<file path="src/rtl/fifo_host_sequencer_if.sv">
// Handshake and command bundle between fifo_host_sequencer and its surroundings:
// upstream write stream, downstream read stream, flush and the FIFO command/status port.
interface fifo_host_sequencer_if #(
  parameter int width = 7
);
  logic             wr_valid;
  logic [width:0]   wr_data;
  logic             wr_ready;

  logic             rd_valid;
  logic [width:0]   rd_data;
  logic             rd_ready;

  logic             flush;

  logic             fifo_start;
  logic             fifo_write;
  logic [width:0]   fifo_data_in;
  logic             fifo_clear;
  logic [width:0]   fifo_data_out;
  logic             fifo_done;
  logic             fifo_empty;
  logic             fifo_full;

  logic             timeout_err;

  // The sequencer is the initiator of FIFO transactions.
  modport master (
    input  wr_valid, wr_data, rd_ready, flush,
           fifo_data_out, fifo_done, fifo_empty, fifo_full,
    output wr_ready, rd_valid, rd_data,
           fifo_start, fifo_write, fifo_data_in, fifo_clear, timeout_err
  );

  modport slave (
    output wr_valid, wr_data, rd_ready, flush,
           fifo_data_out, fifo_done, fifo_empty, fifo_full,
    input  wr_ready, rd_valid, rd_data,
           fifo_start, fifo_write, fifo_data_in, fifo_clear, timeout_err
  );
endinterface

</file>
<file path="src/rtl/fifo_host_sequencer.sv">
// Initiator-side sequencer turning write/read valid/ready streams into single FIFO
// start/write/done transactions. Optional hung-transaction watchdog: FIFO_HOST_TIMEOUT_EN.
module fifo_host_sequencer #(
  parameter int width   = 7,
  parameter int TIMEOUT = 15
) (
  input logic                    clk,
  input logic                    rst_n,
  fifo_host_sequencer_if.master  bus
);

  typedef enum logic [2:0] {
    IDLE,
    WR_REQ,
    WR_WAIT,
    RD_REQ,
    RD_WAIT,
    CLEAR
  } state_t;

  state_t state;
  logic   prio;        // 0: write first, 1: read first
  logic   clr_second;  // second cycle of CLEAR
  logic   rd_elig;
  logic   wr_grant;
  logic   wait_abort;

  if (TIMEOUT < 1 || TIMEOUT > 15) begin : g_bad_timeout
    $error("TIMEOUT must fit the 4-bit wait counter (1..15)");
  end

  assign rd_elig     = !bus.fifo_empty && !bus.rd_valid;
  assign wr_grant    = (state == IDLE) && !bus.flush && !bus.fifo_full && !(rd_elig && prio);
  assign bus.wr_ready = wr_grant;

`ifdef FIFO_HOST_TIMEOUT_EN
  localparam logic [3:0] TIMEOUT_LAST = 4'(TIMEOUT - 1);

  logic [3:0] wait_cnt;
  logic       timeout_err;

  // Abort when this done-less WAIT cycle is the one that brings the count to TIMEOUT.
  assign wait_abort = ((state == WR_WAIT) || (state == RD_WAIT)) &&
                      !bus.fifo_done && (wait_cnt == TIMEOUT_LAST);
  assign bus.timeout_err = timeout_err;

  always_ff @(posedge clk or negedge rst_n) begin
    if (!rst_n) begin
      wait_cnt    <= 4'd0;
      timeout_err <= 1'b0;
    end else begin
      if ((state == WR_REQ) || (state == RD_REQ)) begin
        wait_cnt <= 4'd0;
      end else if (((state == WR_WAIT) || (state == RD_WAIT)) && !bus.fifo_done) begin
        wait_cnt <= wait_cnt + 4'd1;
      end
      if (wait_abort) begin
        timeout_err <= 1'b1;
      end
    end
  end
`else
  assign wait_abort      = 1'b0;
  assign bus.timeout_err = 1'b0;
`endif

  always_ff @(posedge clk or negedge rst_n) begin
    if (!rst_n) begin
      state            <= IDLE;
      prio             <= 1'b0;
      clr_second       <= 1'b0;
      bus.fifo_start   <= 1'b0;
      bus.fifo_write   <= 1'b0;
      bus.fifo_data_in <= '0;
      bus.fifo_clear   <= 1'b0;
      bus.rd_valid     <= 1'b0;
      bus.rd_data      <= '0;
    end else begin
      // NOTE: non-blocking default followed by overrides; the last assignment in the
      // block wins, so fifo_start is a single-cycle pulse unless re-armed below.
      bus.fifo_start <= 1'b0;
      if (bus.rd_valid && bus.rd_ready) begin
        bus.rd_valid <= 1'b0;
      end

      unique case (state)
        IDLE: begin
          if (bus.flush) begin
            state          <= CLEAR;
            bus.fifo_clear <= 1'b1;
            bus.rd_valid   <= 1'b0;
            clr_second     <= 1'b0;
          end else if (bus.wr_valid && wr_grant) begin
            state            <= WR_REQ;
            bus.fifo_data_in <= bus.wr_data;
            bus.fifo_start   <= 1'b1;
            bus.fifo_write   <= 1'b1;
            prio             <= 1'b1;
          end else if (rd_elig && (prio || !bus.wr_valid || bus.fifo_full)) begin
            state          <= RD_REQ;
            bus.fifo_start <= 1'b1;
            bus.fifo_write <= 1'b0;
            prio           <= 1'b0;
          end
        end

        WR_REQ: state <= WR_WAIT;

        WR_WAIT: begin
          if (bus.fifo_done || wait_abort) begin
            state          <= IDLE;
            bus.fifo_write <= 1'b0;
          end
        end

        RD_REQ: state <= RD_WAIT;

        RD_WAIT: begin
          if (bus.fifo_done) begin
            state        <= IDLE;
            bus.rd_data  <= bus.fifo_data_out;
            bus.rd_valid <= 1'b1;
          end else if (wait_abort) begin
            state <= IDLE;
          end
        end

        CLEAR: begin
          if (clr_second) begin
            state          <= IDLE;
            bus.fifo_clear <= 1'b0;
            prio           <= 1'b0;
            clr_second     <= 1'b0;
          end else begin
            clr_second <= 1'b1;
          end
        end

        default: state <= IDLE;
      endcase
    end
  end

endmodule

</file>
<file path="src/flat_wrapper.sv">
// flat-port wrapper written by rule: the top's interface ports become plain ports
module fifo_host_sequencer_flat 
#(
  parameter int width   = 7,
  parameter int TIMEOUT = 15
)
  (clk, rst_n, bus_wr_valid, bus_wr_data, bus_rd_ready, bus_flush, bus_fifo_data_out, bus_fifo_done, bus_fifo_empty, bus_fifo_full, bus_wr_ready, bus_rd_valid, bus_rd_data, bus_fifo_start, bus_fifo_write, bus_fifo_data_in, bus_fifo_clear, bus_timeout_err);
  fifo_host_sequencer_if #(.width(width)) bus_i ();
  input logic clk;
  input logic rst_n;
  input wire logic [$bits(bus_i.wr_valid)-1:0] bus_wr_valid;
  input wire logic [$bits(bus_i.wr_data)-1:0] bus_wr_data;
  input wire logic [$bits(bus_i.rd_ready)-1:0] bus_rd_ready;
  input wire logic [$bits(bus_i.flush)-1:0] bus_flush;
  input wire logic [$bits(bus_i.fifo_data_out)-1:0] bus_fifo_data_out;
  input wire logic [$bits(bus_i.fifo_done)-1:0] bus_fifo_done;
  input wire logic [$bits(bus_i.fifo_empty)-1:0] bus_fifo_empty;
  input wire logic [$bits(bus_i.fifo_full)-1:0] bus_fifo_full;
  output wire logic [$bits(bus_i.wr_ready)-1:0] bus_wr_ready;
  output wire logic [$bits(bus_i.rd_valid)-1:0] bus_rd_valid;
  output wire logic [$bits(bus_i.rd_data)-1:0] bus_rd_data;
  output wire logic [$bits(bus_i.fifo_start)-1:0] bus_fifo_start;
  output wire logic [$bits(bus_i.fifo_write)-1:0] bus_fifo_write;
  output wire logic [$bits(bus_i.fifo_data_in)-1:0] bus_fifo_data_in;
  output wire logic [$bits(bus_i.fifo_clear)-1:0] bus_fifo_clear;
  output wire logic [$bits(bus_i.timeout_err)-1:0] bus_timeout_err;
  assign bus_i.wr_valid = bus_wr_valid;
  assign bus_i.wr_data = bus_wr_data;
  assign bus_i.rd_ready = bus_rd_ready;
  assign bus_i.flush = bus_flush;
  assign bus_i.fifo_data_out = bus_fifo_data_out;
  assign bus_i.fifo_done = bus_fifo_done;
  assign bus_i.fifo_empty = bus_fifo_empty;
  assign bus_i.fifo_full = bus_fifo_full;
  assign bus_wr_ready = bus_i.wr_ready;
  assign bus_rd_valid = bus_i.rd_valid;
  assign bus_rd_data = bus_i.rd_data;
  assign bus_fifo_start = bus_i.fifo_start;
  assign bus_fifo_write = bus_i.fifo_write;
  assign bus_fifo_data_in = bus_i.fifo_data_in;
  assign bus_fifo_clear = bus_i.fifo_clear;
  assign bus_timeout_err = bus_i.timeout_err;
  fifo_host_sequencer #(.width(width), .TIMEOUT(TIMEOUT)) u_core (.clk(clk), .rst_n(rst_n), .bus(bus_i));
endmodule
</file>
<file path="config.mk">
export PLATFORM = sky130hd
export DESIGN_NAME = fifo_host_sequencer_flat
export DESIGN_NICKNAME = d
export VERILOG_FILES = /design/src/rtl/fifo_host_sequencer_if.sv /design/src/rtl/fifo_host_sequencer.sv /design/src/flat_wrapper.sv
export SDC_FILE = /design/constraint.sdc
export NUM_CORES = 1
export LEC_CHECK = 0
export CAP_MARGIN = 40
export CELL_PAD_IN_SITES_DETAIL_PLACEMENT = 0
export CELL_PAD_IN_SITES_GLOBAL_PLACEMENT = 1
export CORE_ASPECT_RATIO = 1.5
export CORE_MARGIN = 8
export CORE_UTILIZATION = 30
export CTS_BUF_LIST = sky130_fd_sc_hd__clkbuf_4
export CTS_CLUSTER_SIZE = 40
export DETAILED_ROUTE_END_ITERATION = 16
export GPL_TIMING_DRIVEN = 0
export PLACE_DENSITY = 0.8
export SLEW_MARGIN = 20
export SYNTH_ARGS = -nofsm -noshare
export SYNTH_HDL_FRONTEND = slang
export SYNTH_SLANG_ARGS = --single-unit
</file>
<file path="constraint.sdc">
create_clock -name clk -period 1.98 [get_ports clk]
set_input_delay 0.396 -clock clk [delete_from_list [all_inputs] [get_ports clk]]
set_output_delay 0.396 -clock clk [all_outputs]
set_load 0.05 [all_outputs]
</file>
==> metrics.cfg, run 1 <==
[worst_setup_path]
reg2reg_depth=5
required_ns=1.58
critPathMaxStageDelay_ns=0.56
cp_top_family=simple AND/OR/NAND/NOR gates
slowest_stage=or4_4
end_kind=primary output
cp.arrival_ns=1.63
worstSetupStartpointType=register
critPathMaxFanout=3
crit_chain=or4_4 > nor3_4 > buf_6
worstSetupPathType=reg -> out
worst-path-buf-inv=1
crit-reg2reg-capture=u_core.bus.fifo_data_in[5]
rrSetupSlack_ns=0.02
timing.rr.start=u_core.state[1]

[power]
ir_drop_mv=0.782
powerDensity_nw_per_um2=1690
p_leak_nw=0.745
power_mw=2.89

[clock_tree]
clk_path_buf_depth=2
hold_buffers=0
path_clk_slew_ns=0.14
cts_tree=built
numCtsBuffers=3
clock-root-buffer=clkbuf_4
clk_latency_ns=0.31
htree_levels=1
clock_sinks=25

[logic_synthesis]
ys_ff_latch=25
synthCells=95
synth_edf_count=0
synth_area_sq_um=1120
synthAdderAreaFrac_pct=0
netlist.area_leader.share_pct=55.9
synth_ff_type=dfrtp_1
synth_nets=119
async_flop_share_pct=100
ys_types=29
muxShareOfSynthArea_pct=17.9
synth_largest_area_cell=dfrtp_1
synth_top_family_by_area=multiplexers
synthTopCellsByArea=dfrtp_1, mux2_2, a21oi_1, nor2_1, nand2b_1
synth-simple-area-share_pct=15.0
synth_xor_area_share_pct=0
synth_compound_area_share_pct=7.93
syn_avg_cell_area_sq_um=11.8
synth_warnings=0
yosysSeqAreaShare_pct=55.9

[global_route]
track_usage_pct=10.4
antenna_found_initial=0
overflow=0
grt_pass1_wl_um=4970
grt_max_degree=26
grt_pass1_vias=970

[place]
post-dp-hpwl_um=2230
numPortBuffers=44
dp_slack_ns=-0.946
place_area_sq_um=1620
finalWeightedCongestion=0.820

[sta]
rsz0062_at_grt=yes
skew_ns=0.0136
worst_pin_slew_ns=0.554
setup_ws_ns=-0.0496
setup_viol=1
fin_crit_sh_pct=103
slew_headroom_pct=63.1
slew_violations=0
timing.final.crit_period_ns=2.03
hold_violations=0
max_freq_mhz=493
timing.hold.ws_ns=0.0495
setup_tns_ns=-0.0496

[finish]
diodes=0
stdcell_area_sq_um=1710
nets=173
drive_gt1_share_pct=24.3
syn_to_final_growth_pct=52.8

[routing]
route.antenna.remaining_nets=0
wl_per_cell_um=15.7
routed_wl_um=2990
drcViolationCount=0
drt_iter0_drc=52
via_count=919
vias_per_cell=4.81
dr.pass1.iters=4

[die]
die_h_um=90.8
dieArea_sq_um=5980
die_w_um=65.9
core_sq_um=3610
initial_core_util_pct=31.0
rows=27
ios=46

[status]
status=complete, but fails checks
violations=negative setup slack

[worst_hold_path]
hp-class=in -> async

[flow_run]
maxCapViolations=0

[power breakdown]
part	total (mW)	switching (mW)	internal, mW
Sequential	0.871	0.128	0.743
Clock	0.238	0.145	0.0922
Combinational	1.78	1.08	0.699
Total	2.89	1.36	1.53
[synth_stat cells, types with 2 or more instances]
master and count:
nor2_1 8, mux2_2 16, dfrtp_1 25, o21ai_0 4, clkbuf_1 3, nand2_1 4, a21oi_1 6, nand2b_1 4
mux2i_1 2, nor3_1 4
[routing by layer]
| metal | GRT usage (%) | wire length, um | share of wire (%) | up-vias |
|---|---|---|---|---|
| met5 | 0 | 0 | 0 | - |
| li1 | - | - | - | 442 |
| met3 | 3.11 | 185 | 6.2 | 4 |
| met2 | 18.0 | 1670 | 56 | 21 |
| met4 | 3.84 | 35 | 1.2 | 0 |
| met1 | 11.2 | 1100 | 37 | 452 |
[metrics by stage]
step | util, % | instances
floorplan | - | 95
global placement | 45.0 | 182
detailed placement | 44.8 | 182
CTS | 46.2 | 188
global route | 47.4 | 191
finish | 47.4 | 191
[flip-flops by register name (all words and copies together), names as in the netlist]
name and count:
u_core.bus.fifo_write 1, u_core.bus.rd_valid 1, u_core.bus.fifo_clear 1, u_core.clr_second 1, u_core.prio 1, u_core.bus.rd_data 8
u_core.bus.fifo_start 1, u_core.state 3, u_core.bus.fifo_data_in 8
[cell families after synthesis]
family                 after synthesis
AOI/OAI and AO/OA                   15
and+or+nand+nor                     30
DFF                                 25
buffers and inverters                6
muxes                               18
other                                1
[final cells by class]
cell class                      instances  area, sq um
Inverter                                1         3.75
Sequential cell                        25          627
Multi-Input combinational cell         64          477
Timing Repair Buffer                   51          505
Buffer                                  3         15.0
Clock buffer                            4         30.0
Tap cell                               43         53.8
Fill cell                             353         1900
[worst max path at each step]
stage	from	end	slack, ns	depth (start not counted)
3_5_place_dp	bus_flush	bus_wr_ready	-0.95	5
5_1_grt	u_core.state[1]	bus_wr_ready	-0.1	3
3_3_place_gp	bus_flush	bus_wr_ready	-0.93	5
6_report	u_core.state[1]	bus_wr_ready	-0.05	3
2_1_floorplan	u_core.state[1]	bus_wr_ready	0.04	3
4_1_cts	u_core.state[0]	bus_wr_ready	-0.11	4
[placed cells by master (no fill, tap or decap), drive strengths merged, types with 2 or more instances in the layout]
cell,synthesis,final
a21oi,6,6
buf,2,10
clkbuf,3,6
clkdlybuf4s50,0,39
dfrtp,25,25
dlymetal6s2s,0,2
mux2,16,16
mux2i,2,2
nand2,4,4
nand2b,4,4
nor2,8,8
nor3,5,5
o21ai,4,4
[what timing repair did]
| action | 4_1_cts | 5_1_grt |
|---|---|---|
| buffers inserted | 2 | 5 |
| pin swaps | 3 | 2 |
| endpoints found under the setup margin | 9 | 19 |
| cloned | 0 | 0 |
| gates resized for setup | 10 | 3 |
Power figures use the tool's default switching activity.
==> run 2: changes to the inputs <==
--- a/config.mk
+++ b/config.mk
@@ -5,6 +5,7 @@
 export SDC_FILE = /design/constraint.sdc
 export NUM_CORES = 1
 export LEC_CHECK = 0
+export ABC_AREA = 0
 export CAP_MARGIN = 40
 export CELL_PAD_IN_SITES_DETAIL_PLACEMENT = 0
 export CELL_PAD_IN_SITES_GLOBAL_PLACEMENT = 1
==> results of run 2 <==
The final DEF is identical to that of run 1; final timing and power are the same.
